<file path="src/rtl/display_serializer_if.sv">
// rtl/display_serializer_if.sv - frame request and serial output bundle for display_serializer
interface display_serializer_if #(
    parameter int NUM_DIGITS = 4
) ();
    logic                    start;
    logic [4*NUM_DIGITS-1:0] bcd_in;
    logic [NUM_DIGITS-1:0]   dp_in;
    logic                    busy;
    logic                    done;
    logic                    ser_data;
    logic                    ser_clk;
    logic                    ser_latch;

    modport master (
        output start, bcd_in, dp_in,
        input  busy, done, ser_data, ser_clk, ser_latch
    );

    modport slave (
        input  start, bcd_in, dp_in,
        output busy, done, ser_data, ser_clk, ser_latch
    );
endinterface

</file>
<file path="src/rtl/display_serializer.sv">
// rtl/display_serializer.sv - BCD to 7-segment frame encoder and serial sender (option: LEADING_ZERO_BLANK_EN)
module display_serializer #(
    parameter int NUM_DIGITS = 4,
    parameter int CLK_DIV    = 2,
    parameter bit LSB_FIRST  = 1'b1
) (
    input  logic                 clk,
    input  logic                 rst,
    display_serializer_if.slave  bus
);
    localparam int B  = 8 * NUM_DIGITS;
    localparam int PW = $clog2(CLK_DIV) + 1;
    localparam int BW = $clog2(B) + 1;

    localparam logic [PW-1:0] PH_HIGH       = PW'(CLK_DIV);
    localparam logic [PW-1:0] PH_BIT_LAST   = PW'(2 * CLK_DIV - 1);
    localparam logic [PW-1:0] PH_LATCH_LAST = PW'(CLK_DIV - 1);
    localparam logic [PW-1:0] PH_ONE        = PW'(1);
    localparam logic [BW-1:0] BIT_LAST      = BW'(B - 1);
    localparam logic [BW-1:0] BIT_ONE       = BW'(1);

    typedef enum logic [1:0] {IDLE, SHIFT, LATCH, DONE} state_t;

    state_t        state, state_n;
    logic [PW-1:0] phase, phase_n;
    logic [BW-1:0] bitc, bitc_n;
    logic [B-1:0]  shreg, shreg_n;
    logic [B-1:0]  frame_word;
    logic          busy_n, done_n, latch_n, sclk_n, sdata_n;

    // Segment bits {a,b,c,d,e,f,g,dp}; non-decimal nibbles show a dash.
    function automatic logic [7:0] seg_code(input logic [3:0] nib);
        case (nib)
            4'd0:    seg_code = 8'hFC;
            4'd1:    seg_code = 8'h60;
            4'd2:    seg_code = 8'hDA;
            4'd3:    seg_code = 8'hF2;
            4'd4:    seg_code = 8'h66;
            4'd5:    seg_code = 8'hB6;
            4'd6:    seg_code = 8'hBE;
            4'd7:    seg_code = 8'hE0;
            4'd8:    seg_code = 8'hFE;
            4'd9:    seg_code = 8'hF6;
            default: seg_code = 8'h02;
        endcase
    endfunction

    // Encode all digits into the frame word that is captured on start.
`ifdef LEADING_ZERO_BLANK_EN
    always_comb begin
        logic blanking;
        frame_word = '0;
        blanking   = 1'b1;
        for (int i = NUM_DIGITS - 1; i >= 0; i--) begin
            if (blanking && (i != 0) && (bus.bcd_in[4*i +: 4] == 4'd0) && !bus.dp_in[i]) begin
                frame_word[8*i +: 8] = 8'h00;
            end else begin
                blanking             = 1'b0;
                frame_word[8*i +: 8] = seg_code(bus.bcd_in[4*i +: 4]) | {7'd0, bus.dp_in[i]};
            end
        end
    end
`else
    always_comb begin
        frame_word = '0;
        for (int i = 0; i < NUM_DIGITS; i++) begin
            frame_word[8*i +: 8] = seg_code(bus.bcd_in[4*i +: 4]) | {7'd0, bus.dp_in[i]};
        end
    end
`endif

    // Next state, counters, shift register and the registered output values.
    always_comb begin
        state_n = state;
        phase_n = phase;
        bitc_n  = bitc;
        shreg_n = shreg;
        case (state)
            IDLE: begin
                if (bus.start) begin
                    shreg_n = frame_word;
                    phase_n = '0;
                    bitc_n  = '0;
                    state_n = SHIFT;
                end
            end
            SHIFT: begin
                if (phase == PH_BIT_LAST) begin
                    phase_n = '0;
                    if (bitc == BIT_LAST) begin
                        bitc_n  = '0;
                        shreg_n = '0;
                        state_n = LATCH;
                    end else begin
                        bitc_n  = bitc + BIT_ONE;
                        shreg_n = LSB_FIRST ? (shreg >> 1) : (shreg << 1);
                    end
                end else begin
                    phase_n = phase + PH_ONE;
                end
            end
            LATCH: begin
                if (phase == PH_LATCH_LAST) begin
                    phase_n = '0;
                    state_n = DONE;
                end else begin
                    phase_n = phase + PH_ONE;
                end
            end
            DONE: begin
                state_n = IDLE;
            end
            default: begin
                state_n = IDLE;
            end
        endcase

        // Outputs are decoded from the next state so they come straight from flops.
        busy_n  = (state_n == SHIFT) || (state_n == LATCH);
        done_n  = (state_n == DONE);
        latch_n = (state_n == LATCH);
        sclk_n  = (state_n == SHIFT) && (phase_n >= PH_HIGH);
        sdata_n = (state_n == SHIFT) && (LSB_FIRST ? shreg_n[0] : shreg_n[B-1]);
    end

    // State and output registers; reset aborts any frame in flight.
    always_ff @(posedge clk) begin
        if (rst) begin
            state         <= IDLE;
            phase         <= '0;
            bitc          <= '0;
            shreg         <= '0;
            bus.busy      <= 1'b0;
            bus.done      <= 1'b0;
            bus.ser_data  <= 1'b0;
            bus.ser_clk   <= 1'b0;
            bus.ser_latch <= 1'b0;
        end else begin
            state         <= state_n;
            phase         <= phase_n;
            bitc          <= bitc_n;
            shreg         <= shreg_n;
            bus.busy      <= busy_n;
            bus.done      <= done_n;
            bus.ser_data  <= sdata_n;
            bus.ser_clk   <= sclk_n;
            bus.ser_latch <= latch_n;
        end
    end
endmodule

</file>
<file path="src/flat_wrapper.sv">
// flat-port wrapper written by rule: the top's interface ports become plain ports
module display_serializer_flat 
#(
    parameter int NUM_DIGITS = 4,
    parameter int CLK_DIV    = 2,
    parameter bit LSB_FIRST  = 1'b1
)
  (clk, rst, bus_start, bus_bcd_in, bus_dp_in, bus_busy, bus_done, bus_ser_data, bus_ser_clk, bus_ser_latch);
  display_serializer_if #(.NUM_DIGITS(NUM_DIGITS)) bus_i ();
  input  logic clk;
  input  logic rst;
  input wire logic [$bits(bus_i.start)-1:0] bus_start;
  input wire logic [$bits(bus_i.bcd_in)-1:0] bus_bcd_in;
  input wire logic [$bits(bus_i.dp_in)-1:0] bus_dp_in;
  output wire logic [$bits(bus_i.busy)-1:0] bus_busy;
  output wire logic [$bits(bus_i.done)-1:0] bus_done;
  output wire logic [$bits(bus_i.ser_data)-1:0] bus_ser_data;
  output wire logic [$bits(bus_i.ser_clk)-1:0] bus_ser_clk;
  output wire logic [$bits(bus_i.ser_latch)-1:0] bus_ser_latch;
  assign bus_i.start = bus_start;
  assign bus_i.bcd_in = bus_bcd_in;
  assign bus_i.dp_in = bus_dp_in;
  assign bus_busy = bus_i.busy;
  assign bus_done = bus_i.done;
  assign bus_ser_data = bus_i.ser_data;
  assign bus_ser_clk = bus_i.ser_clk;
  assign bus_ser_latch = bus_i.ser_latch;
  display_serializer #(.NUM_DIGITS(NUM_DIGITS), .CLK_DIV(CLK_DIV), .LSB_FIRST(LSB_FIRST)) u_core (.clk(clk), .rst(rst), .bus(bus_i));
endmodule
</file>
<file path="config.mk">
export PLATFORM = sky130hd
export DESIGN_NAME = display_serializer_flat
export DESIGN_NICKNAME = d
export VERILOG_FILES = /design/src/rtl/display_serializer_if.sv /design/src/rtl/display_serializer.sv /design/src/flat_wrapper.sv
export SDC_FILE = /design/constraint.sdc
export NUM_CORES = 1
export LEC_CHECK = 0
export CAP_MARGIN = 40
export CORE_MARGIN = 2
export CORE_UTILIZATION = 51
export DETAILED_ROUTE_END_ITERATION = 10
export PLACE_DENSITY = 0.73
export SETUP_SLACK_MARGIN = 0.4
export SLEW_MARGIN = 20
export SYNTH_ARGS = -nofsm -noshare
export SYNTH_HDL_FRONTEND = slang
export SYNTH_SLANG_ARGS = --single-unit
</file>
<file path="constraint.sdc">
create_clock -name clk -period 1.63 [get_ports clk]
set_input_delay 0.489 -clock clk [delete_from_list [all_inputs] [get_ports clk]]
set_output_delay 0.489 -clock clk [all_outputs]
set_load 0.02 [all_outputs]
</file>
==> results of run 1 <==
-- per-stage QoR --
step / power, mW / setup WS, ns / TNS, ns / utilization
floorplan: 1.58 / 0.0614 / 0 / -
finish: 2.59 / -0.0596 / -0.304 / 0.775
global route: 2.71 / -0.123 / -2.12 / 0.775
global placement: 1.78 / -0.485 / -16.24 / 0.669
detailed placement: 1.79 / -0.517 / -16.75 / 0.669
CTS: 2.51 / 0.0455 / 0 / 0.716
-- worst max-delay path by stage --
stage,to,slack [ns]
after floorplan,u_core.shreg[21],0.06
after global placement,u_core.shreg[6],-0.48
after CTS,u_core.shreg[22],0.05
after detailed placement,u_core.shreg[22],-0.52
after global routing,u_core.shreg[11],-0.12
final,u_core.bus.busy,-0.06
-- flip-flops by register name, summed over array words and instances, names as in the netlist --
register / count
u_core.shreg: 32
u_core.bitc: 6
u_core.phase: 2
u_core.state: 2
u_core.bus.busy: 1
u_core.bus.done: 1
u_core.bus.ser_clk: 1
u_core.bus.ser_data: 1
u_core.bus.ser_latch: 1
-- repair_timing --
item                       in CTS  in global routing
gates resized for setup        89                 39
setup endpoints to repair      52                 52
gates cloned                    0                  3
pin swaps                      28                 19
setup buffers                   6                  7
-- cells in the final DEF, fill, tap and decap left out, types with 3 or more instances in the layout --
cell type / instances
sky130_fd_sc_hd__buf_4: 49
sky130_fd_sc_hd__o21ai_0: 10
sky130_fd_sc_hd__nor2_1: 34
sky130_fd_sc_hd__nand3_1: 4
sky130_fd_sc_hd__a31oi_1: 7
sky130_fd_sc_hd__nor3_1: 3
sky130_fd_sc_hd__a21oi_2: 7
sky130_fd_sc_hd__nand2_1: 12
sky130_fd_sc_hd__dfxtp_1: 33
sky130_fd_sc_hd__ha_1: 18
sky130_fd_sc_hd__a22oi_2: 10
sky130_fd_sc_hd__clkdlybuf4s50_1: 10
sky130_fd_sc_hd__o21ai_1: 11
sky130_fd_sc_hd__clkbuf_16: 3
sky130_fd_sc_hd__nand2b_1: 15
sky130_fd_sc_hd__or2_2: 3
sky130_fd_sc_hd__dfxtp_2: 11
sky130_fd_sc_hd__buf_6: 12
sky130_fd_sc_hd__dfxtp_4: 3
sky130_fd_sc_hd__nor2_2: 5
sky130_fd_sc_hd__a222oi_1: 15
sky130_fd_sc_hd__nor2b_1: 5
sky130_fd_sc_hd__a21oi_1: 21
sky130_fd_sc_hd__a21o_1: 4
sky130_fd_sc_hd__dlygate4sd2_1: 10
sky130_fd_sc_hd__inv_2: 8
sky130_fd_sc_hd__clkbuf_8: 5
sky130_fd_sc_hd__ha_4: 8
sky130_fd_sc_hd__inv_1: 17
sky130_fd_sc_hd__o22ai_1: 9
-- power groups by stage --
stage	Combinational, mW	Clock (mW)	Sequential, mW
floorplan	0.306	0	1.27
global placement	0.503	0	1.28
detailed placement	0.517	0	1.28
CTS	0.558	0.697	1.25
global route	0.689	0.756	1.26
finish	0.628	0.706	1.26
-- metal layers --
layer / track usage / vias to the layer above / routed length (um)
li1: - / 1313 / -
met1: 0.293 / 1293 / 3230
met2: 0.390 / 87 / 3660
met3: 0.0391 / 19 / 331
met4: 0.0673 / 0 / 213
met5: 0 / - / 0
-- worst max-delay path, stage by stage (launching register included) --
cell and delay [ns]:
sky130_fd_sc_hd__dfxtp_4 0.38, sky130_fd_sc_hd__ha_4 0.16, sky130_fd_sc_hd__buf_6 0.10, sky130_fd_sc_hd__nand3b_1 0.19, sky130_fd_sc_hd__buf_4 0.21, sky130_fd_sc_hd__o21a_4 0.22
sky130_fd_sc_hd__inv_4 0.07, sky130_fd_sc_hd__ha_4 0.19, sky130_fd_sc_hd__nor2_2 0.09
-- area by class of cell --
cell class,instances,area share
multi-input cells,233,0.472
flip-flops and latches,47,0.246
repair buffers,88,0.211
inverters,27,0.0270
well taps,70,0.0223
clock buffers,6,0.0184
clock inverters,2,0.00318
diodes,1,0.000636
-- cell families (layout without fill, tap and decap cells) --
group,Yosys count,in the layout
simple gates,97,97
buf+inv,48,123
fa+ha+maj,27,27
compound gates,105,105
flops,47,47
xor+xnor,2,2
other cells,0,1
mux,2,2
==> reports/summary.md, run 1 <==
## Power and ir drop
* clock network fraction of total power: 0.273
* power dissipated by switching net loads: 0.763 mW
* Sw Ratio: 0.295
* leakage component of the power: 1.58 nW
* power per unit of standard cell area: 658 nW/um^2
* fraction of power consumed by combinational cells: 0.242
* Pint: 1.83 mW
* Worst IR Drop VDD: 0.611 mV
* sequential share of power: 0.485

## Logic synthesis
* net count after synthesis: 378
* synthesized cell area: 2660 um^2
* async set or reset register ratio after synthesis: 0
* number of distinct standard cells referenced by the synthesized netlist: 35
* synthesized-area fraction occupied by xor and xnor cells: 0.00658
* share of the yosys chip area belonging to registers: 0.353
* main area contributors after synthesis: sky130_fd_sc_hd__dfxtp_1 35%, sky130_fd_sc_hd__ha_1 13%, sky130_fd_sc_hd__a21oi_1 5.6%
* post-synthesis average cell area: 8.12 um^2
* Synth Instances: 328
* fraction of the mapped netlist area in adder cells: 0.127
* Synth area leader: sky130_fd_sc_hd__dfxtp_1
* EDFF count, synth: 0
* most numerous cell in the Yosys netlist: sky130_fd_sc_hd__dfxtp_1
* Top FF cell, synth: sky130_fd_sc_hd__dfxtp_1
* #FFs+latches synth: 47
* compound-cell area share of the yosys netlist: 0.256
* fraction of synthesized cell area taken by the top area cell type: 0.353
* number of warnings printed during yosys synthesis: 0
* largest family of logic cells by synthesized area: compound AO/OA/AOI/OAI gates
* Post-synth top cells: 47 x sky130_fd_sc_hd__dfxtp_1, 39 x sky130_fd_sc_hd__nor2_1, 30 x sky130_fd_sc_hd__a21oi_1
* multiplexer share of the synthesized area: 0.00752
* synthesized-area fraction occupied by and/or/nand/nor cells: 0.181

## Timing
* count of endpoints failing hold in the final timing report: 0
* Relative slew margins: 0.725
* actual transition at the worst max-transition pin: 0.413 ns
* clock skew after layout: 0.0104 ns
* final worst-path setup slack: -0.0596 ns
* number of setup violations in the final report: 10
* worst hold slack: 0.475 ns
* final slew viol count: 0
* highest achievable clock rate: 592 MHz
* final critical-path required period: 1.69 ns
* setup repair after global routing missed its margin: true
* fraction of the cycle the final worst path needs: 1.04

## Placed design
* half-perimeter wire length after placement: 4330 um
* last weighted congestion value of the routability-driven placer: 0.839
* buffers added on ports: 27
* cell count after placement: 449
* cell area reported after detailed placement: 3400 um^2

## Worst setup path
* worst path required time: 1.87 ns
* Critical Path Fanout Max: 4
* register-to-register path setup slack: -0.06 ns
* first element of the critical path: u_core.phase[1]
* critical path startpoint category: flop
* arrival time reported for the critical path endpoint: 1.92 ns
* kind of end point of the critical path: flop
* type of the worst setup path: flop to flop
* Critical R2R Capture: u_core.bus.busy
* cells on worst reg2reg path: 8
* startpoint of the worst register-to-register path: u_core.phase[1]

## CTS
* largest buffer count on any clock path: 2
* CTS hold repair buffers: 0
* CTS tree: yes
* number of clock buffers inserted by TritonCTS: 5
* Num Clock Sinks: 47
* H-Tree Level Count: 2
* clock root buffer: sky130_fd_sc_hd__clkbuf_8
* clock-pin transition on the worst setup and hold timing paths: 0.09 ns
* insertion delay of the later-clocked pin in the worst-skew pair: 0.30 ns

## Final layout
* number of cells in the finished layout apart from fillers: 474
* net count of the finished layout: 452
* area taken by multi-input logic gates: 1860 um^2
* fraction of layout cells with a size suffix above 1: 0.375
* area used by sequential logic in the layout: 966 um^2
* number of fillers in the final layout: 374
* cell area after layout: 3930 um^2
* area growth from synthesis to layout: 47.7%

## Route
* drt wl/cell: 15.7 um
* total DRC errors in the routed layout: 0
* via total after detailed routing: 2712
* number of search-and-repair iterations in the first detailed-routing pass: 6
* Iteration-0 DRC Markers: 223
* total length of routed wires: 7430 um
* via count normalized by instance count: 5.72
* number of antenna-violating nets in the routed design: 0

## Worst hold path
* worst hold path type: flop to flop
* hold path startpoint: u_core.shreg[31]
* worst hold path endpoint: u_core.shreg[31]
* Hold Crit Depth: 2

## GRT
* residual overflow from global routing: 0
* vias in the first global route: 2439
* first-pass GRT wire length: 11000 um
* global routing usage summed across all routing layers: 0.228
* largest net degree at the start of global routing: 34
* initial antenna violation count: 1

## Floorplanning
* Die Footprint: 5820 um^2
* Cell Rows: 26
* y dimension of the die: 76.3 um
* number of top-level pins: 28
* die outline width: 76.3 um
* effective utilization at floorplan: 0.525
* area of the core: 5070 um^2

## Status
* violations in the final reports: setup timing
* result of the run: finished, violations left

## Flow run
* # Max-Cap Violations: 0

No activity file was read; power rests on OpenSTA's default activity.
==> inputs of run 2 (changes only) <==
--- a/config.mk
+++ b/config.mk
@@ -5,7 +5,7 @@
 export SDC_FILE = /design/constraint.sdc
 export NUM_CORES = 1
 export LEC_CHECK = 0
-export CAP_MARGIN = 40
+export CAP_MARGIN = 10
 export CORE_MARGIN = 2
 export CORE_UTILIZATION = 51
 export DETAILED_ROUTE_END_ITERATION = 10
==> results of run 2 <==
No change in the layout: final DEF, timing and power equal those of run 1.
